===== config.mk =====
export PLATFORM = sky130hd
export DESIGN_NAME = spi_regbank_peripheral
export DESIGN_NICKNAME = d
export VERILOG_FILES = /design/src/rtl/spi_regbank_peripheral.sv
export SDC_FILE = /design/constraint.sdc
export NUM_CORES = 1
export LEC_CHECK = 0
export ABC_AREA = 1
export BUFFER_PORTS_ARGS = -buffer_cell sky130_fd_sc_hd__buf_2
export CELL_PAD_IN_SITES_DETAIL_PLACEMENT = 2
export CELL_PAD_IN_SITES_GLOBAL_PLACEMENT = 2
export CORE_ASPECT_RATIO = 0.7
export CORE_MARGIN = 3
export CORE_UTILIZATION = 35
export CTS_CLUSTER_SIZE = 28
export DETAILED_ROUTE_END_ITERATION = 8
export PLACE_DENSITY_LB_ADDON = 0.1
export REMOVE_ABC_BUFFERS = 1
export SLEW_MARGIN = 5
export SYNTH_ARGS = -nofsm -noshare
export SYNTH_HDL_FRONTEND = slang
export SYNTH_SLANG_ARGS = --single-unit

===== constraint.sdc =====
create_clock -name clk -period 3.05 [get_ports clk]
set_clock_uncertainty 0.1 [all_clocks]
set_input_delay 0.305 -clock clk [delete_from_list [all_inputs] [get_ports clk]]
set_output_delay 0.305 -clock clk [all_outputs]
set_load 0.01 [all_outputs]

===== src/rtl/spi_regbank_peripheral.sv =====
// rtl/spi_regbank_peripheral.sv - SPI mode-0 register-bank slave with read-back
// All SPI pins are oversampled in the clk domain; nothing is clocked by SCLK.
module spi_regbank_peripheral #(
  parameter int ADDR_W   = 7,
  parameter int DATA_W   = 8,
  parameter int NUM_REGS = 5
) (
  input  logic                         clk,
  input  logic                         rst_n,
  input  logic                         SCLK,
  input  logic                         nCS,
  input  logic                         COPI,
  output logic                         CIPO,
  output logic                         CIPO_OE,
  output logic [NUM_REGS*DATA_W-1:0]   REGS,
  output logic                         WR_STROBE,
  output logic [ADDR_W-1:0]            WR_ADDR,
  output logic                         FRAME_ERR
);

  localparam int FRAME_W = 1 + ADDR_W + DATA_W;
  localparam int CMD_W   = 1 + ADDR_W;
  localparam int CNT_W   = $clog2(FRAME_W + 1);

  localparam logic [CNT_W-1:0] CNT_CMD_LAST   = CNT_W'(CMD_W - 1);
  localparam logic [CNT_W-1:0] CNT_CMD        = CNT_W'(CMD_W);
  localparam logic [CNT_W-1:0] CNT_FRAME_LAST = CNT_W'(FRAME_W - 1);
  localparam logic [CNT_W-1:0] CNT_FRAME      = CNT_W'(FRAME_W);

  typedef enum logic [1:0] {IDLE, CMD, DATA, DONE} state_t;

  state_t state_q, state_d;

  logic sclk_s1, sclk_s2, ncs_s1, ncs_s2, copi_s1, copi_s2;
  logic sync_valid, ncs_armed;
  logic sclk_rise, sclk_fall, ncs_rise, ncs_fall;

  logic [CNT_W-1:0]          bit_cnt;
  logic [FRAME_W-1:0]        rx_shift;
  logic [DATA_W-1:0]         tx_shift;
  logic                      tx_load;
  logic                      overrun;
  logic                      cipo_q, cipo_oe_q;
  logic [NUM_REGS*DATA_W-1:0] regs_q;
  logic                      wr_strobe_q, frame_err_q;
  logic [ADDR_W-1:0]         wr_addr_q;

  logic                      rx_rw;
  logic [ADDR_W-1:0]         rx_addr;
  logic [DATA_W-1:0]         rx_data;
  logic [ADDR_W-1:0]         ld_addr;
  logic [DATA_W-1:0]         rd_val;
  logic                      addr_ok;

  always_ff @(posedge clk or negedge rst_n) begin
    if (!rst_n) begin
      sclk_s1    <= 1'b0;
      sclk_s2    <= 1'b0;
      ncs_s1     <= 1'b1;
      ncs_s2     <= 1'b1;
      copi_s1    <= 1'b0;
      copi_s2    <= 1'b0;
      sync_valid <= 1'b0;
      ncs_armed  <= 1'b0;
    end else begin
      sclk_s1    <= SCLK;
      sclk_s2    <= sclk_s1;
      ncs_s1     <= nCS;
      ncs_s2     <= ncs_s1;
      copi_s1    <= COPI;
      copi_s2    <= copi_s1;
      sync_valid <= 1'b1;
      // A frame may only start after nCS has really been seen high since reset.
      if (sync_valid && ncs_s1)
        ncs_armed <= 1'b1;
    end
  end

  assign sclk_rise = sclk_s1 & ~sclk_s2 & ~ncs_s2;
  assign sclk_fall = ~sclk_s1 & sclk_s2 & ~ncs_s2;
  assign ncs_rise  = ncs_s1 & ~ncs_s2;
  assign ncs_fall  = ~ncs_s1 & ncs_s2 & ncs_armed;

  assign rx_rw   = rx_shift[FRAME_W-1];
  assign rx_addr = rx_shift[FRAME_W-2 -: ADDR_W];
  assign rx_data = rx_shift[DATA_W-1:0];
  assign ld_addr = rx_shift[ADDR_W-1:0];
  assign addr_ok = ({1'b0, rx_addr} < (ADDR_W+1)'(NUM_REGS));

  always_comb begin
    rd_val = '0;
    for (int k = 0; k < NUM_REGS; k++)
      if (ld_addr == ADDR_W'(k))
        rd_val = regs_q[k*DATA_W +: DATA_W];
  end

  always_ff @(posedge clk or negedge rst_n) begin
    if (!rst_n)
      state_q <= IDLE;
    else
      state_q <= state_d;
  end

  always_comb begin
    state_d = state_q;
    if (ncs_rise) begin
      state_d = IDLE;
    end else begin
      case (state_q)
        IDLE:    if (ncs_fall) state_d = CMD;
        CMD:     if (sclk_rise && bit_cnt == CNT_CMD_LAST) state_d = DATA;
        DATA:    if (sclk_rise && bit_cnt == CNT_FRAME_LAST) state_d = DONE;
        default: state_d = state_q;
      endcase
    end
  end

  always_ff @(posedge clk or negedge rst_n) begin
    if (!rst_n) begin
      bit_cnt     <= '0;
      rx_shift    <= '0;
      tx_shift    <= '0;
      tx_load     <= 1'b0;
      overrun     <= 1'b0;
      cipo_q      <= 1'b0;
      cipo_oe_q   <= 1'b0;
      regs_q      <= '0;
      wr_strobe_q <= 1'b0;
      wr_addr_q   <= '0;
      frame_err_q <= 1'b0;
    end else begin
      wr_strobe_q <= 1'b0;
      frame_err_q <= 1'b0;
      tx_load     <= 1'b0;
      if (ncs_rise) begin
        cipo_oe_q <= 1'b0;
        cipo_q    <= 1'b0;
        if (state_q != IDLE) begin
          if (bit_cnt != CNT_FRAME || overrun) begin
            frame_err_q <= 1'b1;
          end else if (rx_rw && addr_ok) begin
            for (int k = 0; k < NUM_REGS; k++)
              if (rx_addr == ADDR_W'(k))
                regs_q[k*DATA_W +: DATA_W] <= rx_data;
            wr_strobe_q <= 1'b1;
            wr_addr_q   <= rx_addr;
          end
        end
      end else begin
        case (state_q)
          IDLE: begin
            if (ncs_fall) begin
              bit_cnt  <= '0;
              rx_shift <= '0;
              tx_shift <= '0;
              overrun  <= 1'b0;
            end
          end
          CMD: begin
            if (sclk_rise) begin
              rx_shift <= {rx_shift[FRAME_W-2:0], copi_s2};
              bit_cnt  <= bit_cnt + CNT_W'(1);
              if (bit_cnt == CNT_CMD_LAST)
                tx_load <= ~rx_shift[CMD_W-2];
            end
          end
          DATA: begin
            if (sclk_rise) begin
              rx_shift <= {rx_shift[FRAME_W-2:0], copi_s2};
              bit_cnt  <= bit_cnt + CNT_W'(1);
            end
            // The falling edge right after the last address bit precedes the
            // first data sample, so shifting starts only once a data bit has been clocked.
            if (tx_load) begin
              tx_shift  <= {rd_val[DATA_W-2:0], 1'b0};
              cipo_q    <= rd_val[DATA_W-1];
              cipo_oe_q <= 1'b1;
            end else if (sclk_fall && cipo_oe_q && bit_cnt > CNT_CMD) begin
              cipo_q   <= tx_shift[DATA_W-1];
              tx_shift <= tx_shift << 1;
            end
          end
          DONE: begin
            if (sclk_rise)
              overrun <= 1'b1;
          end
          default: ;
        endcase
      end
    end
  end

  assign CIPO      = cipo_q;
  assign CIPO_OE   = cipo_oe_q;
  assign REGS      = regs_q;
  assign WR_STROBE = wr_strobe_q;
  assign WR_ADDR   = wr_addr_q;
  assign FRAME_ERR = frame_err_q;

endmodule


==> flow_metrics.tcl, run 1 <==
set metrics [dict create \
    outcome "completed" \
    grtUsageTotal_pct 21.71 \
    drcViolationCount 0 \
    cp.required_ns 3.14 \
    r2r-start "state_q[0]" \
    viasPerCell 5.074 \
    slew_violations 0 \
    cellLeakagePower_nw 2.925 \
    period_needed_ns 2.549 \
    yosysUniqueCellTypes 37 \
    startpoint_type "register" \
    yosysWarnings 0 \
    die_area_mm2 0.01389 \
    diodes 0 \
    layout.nets 592 \
    tightest_slew_ns 0.7645 \
    hp-class "register to register" \
    cts.clk_slew.worst_paths_ns 0.07 \
    yosys-top-cells-area "dfrtp_1, nand2_1, inv_1" \
    rows 33 \
    yosysTopAreaCellShare_pct 50.94 \
    ir_drop_uv 350.1 \
    initial_core_util_pct 36.64 \
    cts_max_path_buffers 2 \
    min_from "copi_s1" \
    max_cap_viol_count 0 \
    htree_num_levels 3 \
    crit_start "state_q[0]" \
    drtPass1Iterations 4 \
    routabilityCongestion 0.8311 \
    synth_top_cell_by_area "dfrtp_1" \
    die_x_um 139.6 \
    finalPower_mw 3.104 \
    p_per_area_mw_per_mm2 601.3 \
    core_mm2 0.01193 \
    grt_pass1_wl_um 23370 \
    cts_tree "built" \
    wl_per_cell_um 19.50 \
    finalSetupViolations 0 \
    clock_sinks 91 \
    routed_wl_um 14450 \
    cp_max_fo 19 \
    grt_pass1_vias 3947 \
    numPortBuffers 55 \
    drive_above_1_share_pct 16.78 \
    drtAntennaViolNets 0 \
    hold_viol 0 \
    ys_seq_area_share_pct 52.15 \
    hpwl_um 10490 \
    die_y_um 99.51 \
    endpoint_kind "register" \
    period_share_pct 83.56 \
    grt_max_degree 58 \
    avgSynthCellArea_um2 8.489 \
    vias 3760 \
    grt-ovfl-total 0 \
    worstSkewPairLatency_ns 0.34 \
    synthesis.area_mm2 0.004372 \
    tns_ns 0 \
    drt_iter0_markers 240 \
    antenna_found_initial 0 \
    num-fill-cells 1364 \
    synth_cells 515 \
    post_cts_resize_count 0 \
    area_growth_pct 18.09 \
    synth-seq-cells 91 \
    fin_util_pct 43.26 \
    cts_buffers 9 \
    cts_root_buffer "clkbuf_16" \
    io_pins 56 \
    clock.fmax_ghz 0.3924 \
    rsz0062_at_grt "no" \
    slew-limit-headroom_pct 49.03 \
    critPathKind "register to register" \
    cp_data_arrival_time_ns 2.64 \
]
==> logic make-up after synthesis <==
group / after synthesis / share of synthesized area, %
flip-flops: 91 / 52.15
AO/OA/AOI/OAI: 77 / 9.588
XOR/XNOR: 1 / 0.2004
buffers and inverters: 95 / 9.302
other: 1 / 0.08578
AND/OR/NAND/NOR: 242 / 26.39
adder cells (fa/ha/maj): 8 / 2.290
==> area by class of cell <==
cell class / instances / area, µm² / share of cell area, %
clock buffer: 11 / 252.7 / 4.896
tap: 157 / 196.4 / 3.805
inverter: 84 / 320.3 / 6.205
sequential: 91 / 2280 / 44.16
clock inverter: 5 / 60.06 / 1.163
multi-input combinational: 329 / 1685 / 32.65
timing repair buffer: 64 / 367.9 / 7.126
==> cell usage in the layout (no fill, tap or decap), drive strengths merged <==
cell type / count
a21o: 1
a21oi: 26
or2: 3
conb: 1
inv: 83
nor4: 1
o31ai: 2
o22ai: 15
nor2: 73
nand2: 103
clkinvlp: 1
dfstp: 2
nand3b: 1
nand3: 51
dfrtp: 89
buf: 60
o21ai: 30
bufinv: 1
o211ai: 2
clkbuf: 11
xor2: 1
nor3: 9
ha: 8
nand4: 1
a21boi: 1
clkinv: 4
dlygate4sd3: 4
==> Yosys cell counts (all sizes together) <==
cell    count
a21boi      1
a21o        1
a21oi      26
buf         9
clkbuf      2
clkinv      2
conb        1
dfrtp      89
dfstp       2
ha          8
inv        82
nand2     103
nand3      51
nand3b      1
nand4       1
nor2       73
nor3        9
nor4        1
o211ai      2
o21ai      30
o22ai      15
o31ai       2
or2         3
xor2        1
==> layer usage <==
layer	wire length (µm)	vias up	track usage (%)
met5	0	-	0
met4	84	0	3.797
met1	7514	1912	33.46
met3	569	7	3.556
li1	-	1770	-
met2	6279	71	32.70
==> sequential cells by signal, summed over array words and instances (netlist names), 2 cells and up <==
| name | flops |
|---|---|
| REGS | 40 |
| rx_shift | 16 |
| WR_ADDR | 7 |
| tx_shift | 7 |
| bit_cnt | 5 |
| state_q | 2 |
==> path summary, 6_finish.rpt <==
| check | to | slack (ns) | cells past startpoint |
|---|---|---|---|
| hold reg to reg | copi_s2 | 0.27 | 0 |
| setup / recovery | rx_shift[0] | 0.50 | 8 |
| min in group asynchronous | WR_STROBE | 0.49 | 2 |
| setup reg to reg | rx_shift[0] | 0.50 | 8 |
| max in group asynchronous | REGS[30] | 1.68 | 3 |
| hold / removal | copi_s2 | 0.27 | 0 |
==> timing repair <==
action,in CTS,in global routing
hold endpoints to repair,57,0
buffers inserted,0,0
hold buffers,4,0
==> where the power goes <==
part	total (mW)	switching, mW	internal (mW)
Sequential	1.31	0.0527	1.26
Combinational	0.617	0.449	0.168
Clock	1.18	0.496	0.684
Total	3.10	0.998	2.11
==> stage by stage <==
step | area [µm²] | hold slack (ns) | worst slack, ns | instances
after floorplan | 4285 | -0.09059 | 1.223 | 504
after global placement | 4810 | 0.2323 | 0.5711 | 721
after detailed placement | 4810 | 0.2537 | 0.4943 | 721
after CTS | 5162 | 0.2700 | 0.4554 | 741
after global routing | 5162 | 0.2780 | 0.2450 | 741
final | 5162 | 0.2688 | 0.5013 | 741
==> worst max-delay path, cell delays in order, from the launching register on <==
cell	delay, ns
dfrtp_1	0.42
inv_1	0.10
ha_1	0.43
nor2_1	0.15
a21oi_1	0.06
nand2_2	0.15
clkinv_1	0.54
nand3_1	0.29
o21ai_0	0.15
(Power assumes the default switching activity.)
==> run 2, diff against run 1 <==
- clock period: 3.05 -> 2.35 ns (I/O delays scaled with it)
==> flow_metrics.tcl, run 2 (same netlist as run 1, synthesis figures left out) <==
set metrics [dict create \
    drt_iter0_markers 183 \
    layout.nets 606 \
    slew_violations 0 \
    postCtsSetupBuffers 0 \
    die_area_mm2 0.01389 \
    grt_pass1_vias 4109 \
    largest_reg_flops 40 \
    tns_ns 0 \
    diodes 0 \
    layout_commonest_cell "nand2_1" \
    grt_pass1_wl_um 23140 \
    drtAntennaViolNets 0 \
    startpoint_type "register" \
    endpoint_kind "register" \
    initial_core_util_pct 36.64 \
    critPathKind "register to register" \
    rows 33 \
    hpwl_um 10220 \
    rsz0062_at_grt "no" \
    num-fill-cells 1318 \
    die_x_um 139.6 \
    finalSetupViolations 0 \
    fin_util_pct 44.56 \
    drtPass1Iterations 4 \
    period_needed_ns 2.094 \
    cts_max_path_buffers 2 \
    wl_per_cell_um 18.67 \
    routabilityCongestion 0.8175 \
    outcome "completed" \
    clock.fmax_ghz 0.4775 \
    htree_num_levels 3 \
    use_met3_pct 4.181 \
    cellLeakagePower_nw 3.014 \
    area_growth_pct 21.64 \
    cts_root_buffer "clkbuf_16" \
    viasPerCell 5.038 \
    routed_wl_um 14100 \
    cp.required_ns 2.51 \
    clock_sinks 91 \
    cp_data_arrival_time_ns 2.25 \
    max_cap_viol_count 0 \
    slew-limit-headroom_pct 66.01 \
    vias 3804 \
    drive_above_1_share_pct 18.73 \
    period_share_pct 89.12 \
    grt_max_degree 38 \
    use_met2_pct 34.19 \
    antenna_found_initial 0 \
    grtUsageTotal_pct 21.37 \
    core_mm2 0.01193 \
    grt-ovfl-total 0 \
    drcViolationCount 0 \
    cts_tree "built" \
    final_cell_mix "nand2_1, dfrtp_1, inv_1, nor2_1, buf_2" \
    busiest_layer "met2" \
    cts_buffers 9 \
    hp-class "register to register" \
    cts.clk_slew.worst_paths_ns 0.07 \
    cp_max_fo 16 \
    p_per_area_mw_per_mm2 820.3 \
    met1_usage_pct 30.74 \
    die_y_um 99.51 \
    hold_viol 0 \
    numPortBuffers 55 \
    ir_drop_uv 420.9 \
    tightest_slew_ns 0.5098 \
    io_pins 56 \
    post_cts_resize_count 0 \
    worstSkewPairLatency_ns 0.34 \
]
## run 2: cell types whose count changed in the layout (fill, tap and decap cells not counted), sizes merged
cell and change:
bufinv +3, clkbuf -1, inv -1, buf +14
clkinv -1
## run 2: path summary, 6_finish.rpt
check                      slack (ns)  depth (start not counted)     endpoint        from
max in group asynchronous        1.11                          3  rx_shift[0]       rst_n
min reg2reg                      0.26                          0      copi_s2     copi_s1
min                              0.26                          0      copi_s2     copi_s1
max reg2reg                      0.26                          9     REGS[39]  state_q[0]
max                              0.26                          9     REGS[39]  state_q[0]
min in group asynchronous        0.31                          2    WR_STROBE       rst_n
## run 2: area by class of cell
class / instances / area (µm²) / share of cell area [%]
clock buffers: 10 / 239.0 / 4.494
repair buffers: 78 / 460.4 / 8.659
clock inverters: 6 / 136.4 / 2.565
inverters: 84 / 320.3 / 6.024
multi-input cells: 329 / 1685 / 31.69
flip-flops and latches: 91 / 2280 / 42.87
well taps: 157 / 196.4 / 3.694
## run 2: critical path: stages, from the launching register on
cell     delay [ns]
dfrtp_1        0.40
inv_1          0.09
ha_1           0.29
inv_1          0.17
nand4_4        0.13
nor2_4         0.16
nand2_8        0.14
nor2_8         0.27
nor2_1         0.09
a21oi_1        0.15
## run 2: metrics by stage
stage / area, µm² / cells / hold WS [ns] / power [mW] / setup WS (ns)
global placement: 4902 / 735 / 0.1365 / 2.537 / 0.3414
CTS: 5318 / 755 / 0.2588 / 4.413 / 0.2338
detailed placement: 4902 / 735 / 0.1530 / 2.581 / 0.2714
floorplan: 4285 / 504 / -0.1606 / 2.217 / 0.5229
global route: 5318 / 755 / 0.2819 / 4.578 / 0.03825
finish: 5318 / 755 / 0.2592 / 4.362 / 0.2557
## run 2: routing by layer
metal	up-vias	wire length, µm
met5	-	0
met4	0	137
met3	11	570
met2	73	6424
met1	1924	6962
li1	1796	-
## run 2: power by group
| group | switching, mW | internal [mW] | leakage (nW) | total (mW) |
|---|---|---|---|---|
| clock network | 0.626 | 1.18 | 0.179 | 1.80 |
| registers | 0.0582 | 1.63 | 1.24 | 1.69 |
| logic | 0.602 | 0.268 | 1.59 | 0.869 |
## run 2: repair_timing
| item | 4_1_cts | 5_1_grt |
|---|---|---|
| hold endpoints to repair | 35 | 0 |
| setup endpoints to repair | 0 | 0 |
| hold buffers | 4 | 0 |
==> run 3, diff against run 2 <==
- ABC_AREA: 1 -> not set
- ABC_CLOCK_PERIOD_IN_PS: not set -> 2350
==> flow_metrics.tcl, run 3 <==
set metrics [dict create \
    cts.clk_slew.worst_paths_ns 0.07 \
    route.met2.wl_um 5804 \
    yosysWarnings 0 \
    drcViolationCount 0 \
    die_y_um 97.55 \
    dr_wl_met3_um 339 \
    period_needed_ns 2.240 \
    holdPathStages 0 \
    fin_util_pct 45.88 \
    cp_data_arrival_time_ns 2.42 \
    drive_above_1_share_pct 34.60 \
    hp-class "register to register" \
    die_x_um 136.8 \
    netSwitchingFraction_pct 30.87 \
    ir_drop_uv 391.1 \
    p_seq_share_pct 41.2 \
    p_int_mw 2.805 \
    final_cell_mix "dfrtp_1, buf_2, nand2_1, mux2_2, nand3_1" \
    grt-ovfl-total 0 \
    cts_max_path_buffers 2 \
    hold_slack_ns 0.2547 \
    endpoint "tx_shift[6]" \
    r2r-start "rx_shift[4]" \
    htree_num_levels 3 \
    synth_cells 364 \
    rr_worst_depth 5 \
    outcome "completed" \
    cp.required_ns 2.53 \
    viasPerCell 5.300 \
    drt_iter0_markers 171 \
    cts_buffers 9 \
    worstSkewPairLatency_ns 0.35 \
    layout_commonest_cell "dfrtp_1" \
    diodes 0 \
    vias 3185 \
    final_area_mm2 0.005199 \
    met1Wirelength_um 6261 \
    synthArstFlopShare_pct 100.0 \
    p_per_area_mw_per_mm2 780.5 \
    startpoint_type "register" \
    r2r_slack_ns 0.11 \
    finalSetupViolations 0 \
    slew-limit-headroom_pct 49.75 \
    synth_compound_area_share_pct 9.376 \
    yosysUniqueCellTypes 54 \
    grtUsageTotal_pct 19.65 \
    tns_ns 0 \
    combPwrFrac_pct 22.6 \
    place_area_mm2 0.004807 \
    layout.nets 456 \
    critPathKind "register to register" \
    drtAntennaViolNets 0 \
    area_growth_pct 24.07 \
    cts_tree "built" \
    cts_root_buffer "clkbuf_16" \
    avgSynthCellArea_um2 11.51 \
    hold_viol 0 \
    slew_violations 0 \
    initial_core_util_pct 36.98 \
    r2r_end "tx_shift[6]" \
    synth.most_common_cell "dfrtp_1" \
    antenna_found_initial 0 \
    p_sw_mw 1.253 \
    synth_top_family_by_area "simple AND/OR/NAND/NOR gates" \
    rows 32 \
    grt_max_degree 43 \
    rsz0062_at_grt "no" \
    hpwl_um 8926 \
    routed_wl_um 12530 \
    core_mm2 0.01133 \
    clock.fmax_ghz 0.4464 \
    synth-simple-area-share_pct 18.39 \
    yosysTopAreaCellShare_pct 53.15 \
    synth_top_cell_by_area "dfrtp_1" \
    period_share_pct 95.34 \
    grt_pass1_wl_um 20150 \
    largest_reg_flops 40 \
    num-fill-cells 1169 \
    synthesis.area_mm2 0.004190 \
    finalPower_mw 4.057 \
    crit_start "rx_shift[4]" \
    endpoint_kind "register" \
    routabilityCongestion 0.8217 \
    synth_xor_area_share_pct 0.4180 \
    pwr-share-clk_pct 36.2 \
    clock_sinks 91 \
    synthAdderAreaFrac_pct 2.389 \
    yosys-top-cells-area "dfrtp_1, mux2_2, nand2_1" \
    synth_flop_cell "dfrtp_1" \
    cellLeakagePower_nw 2.694 \
    synth_edf_count 0 \
    numPortBuffers 55 \
    tightest_slew_ns 0.7509 \
    highest_layer "met4" \
    grt_pass1_vias 3480 \
    drtPass1Iterations 6 \
    io_pins 56 \
    wl_per_cell_um 20.84 \
    max_cap_viol_count 0 \
    synth_common_cells "dfrtp_1, nand2_1, mux2_2, nand3_1, clkbuf_1" \
    cp_max_fo 7 \
    synth-seq-cells 91 \
    synth.area.mux_share_pct 12.30 \
    die_area_mm2 0.01334 \
    ys_seq_area_share_pct 54.40 \
]
run 3: cell count changes in the layout (fill, tap and decap cells not counted), moves of 7 or more:
cell	delta
inv_1	-72
nor2_1	-55
nand2_1	-50
mux2_2	+42
a21oi_1	-23
nand3_1	-21
o21ai_1	-15
o21ai_0	-9
a211oi_1	+8
buf_4	+8
o22ai_1	-8
a32o_1	+7
run 3: area by class of cell:
cell class                      count  area, µm²  area share (%)
Multi-Input combinational cell    245       1843           35.45
Sequential cell                    91       2280           43.85
Timing Repair Buffer               88      560.5           10.78
Inverter                            8      30.03          0.5776
Clock buffer                       11      232.7           4.477
Clock inverter                      5      61.31           1.179
Tap cell                          153      191.4           3.682
run 3: power groups by stage:
| stage | Combinational, mW | Clock, mW | Sequential [mW] |
|---|---|---|---|
| floorplan | 0.417 | 0 | 1.75 |
| finish | 0.917 | 1.47 | 1.67 |
| CTS | 0.888 | 1.50 | 1.67 |
| global placement | 0.835 | 0 | 1.70 |
| global route | 1.01 | 1.57 | 1.68 |
| detailed placement | 0.872 | 0 | 1.70 |
run 3: worst max-delay path, stage by stage, from the launching register on:
cell     delay, ns
dfrtp_1       0.40
or4_4         0.56
or2_0         0.44
a211o_1       0.42
nand3_1       0.10
a32o_1        0.16
run 3: logic make-up after synthesis:
logic type / count (synthesis)
simple gates: 136
flops: 91
compound gates: 53
mux: 45
buf+inv: 28
fa+ha+maj: 8
xor+xnor: 2
other cells: 1
run 3: how the worst min path moves through the flow:
stage                  from  endpoint  slack, ns
CTS                 copi_s1   copi_s2       0.26
global placement      rst_n  REGS[34]       0.18
global route        copi_s1   copi_s2       0.27
detailed placement    rst_n  REGS[34]       0.18
finish              copi_s1   copi_s2       0.25
floorplan             rst_n      CIPO      -0.16
run 3: layer usage:
layer / vias up / track usage (%)
met5: - / 0
met4: 0 / 4.831
met3: 13 / 3.675
met2: 44 / 30.39
met1: 1668 / 28.42
li1: 1460 / -
run 3: stage by stage:
| step | setup slack (ns) | cells |
|---|---|---|
| after global routing | 0.002751 | 601 |
| after detailed placement | -0.09553 | 579 |
| after CTS | -0.1198 | 599 |
| final | 0.1096 | 601 |
| after floorplan | 0.2283 | 344 |
| after global placement | 0.02346 | 579 |
run 3: repair_timing:
action	CTS	global route
endpoints found under the hold margin	42	0
gates cloned	0	0
buffers inserted	0	2
pin swaps	0	4
setup endpoints to repair	16	43
resized for setup	0	6
hold buffers	4	0
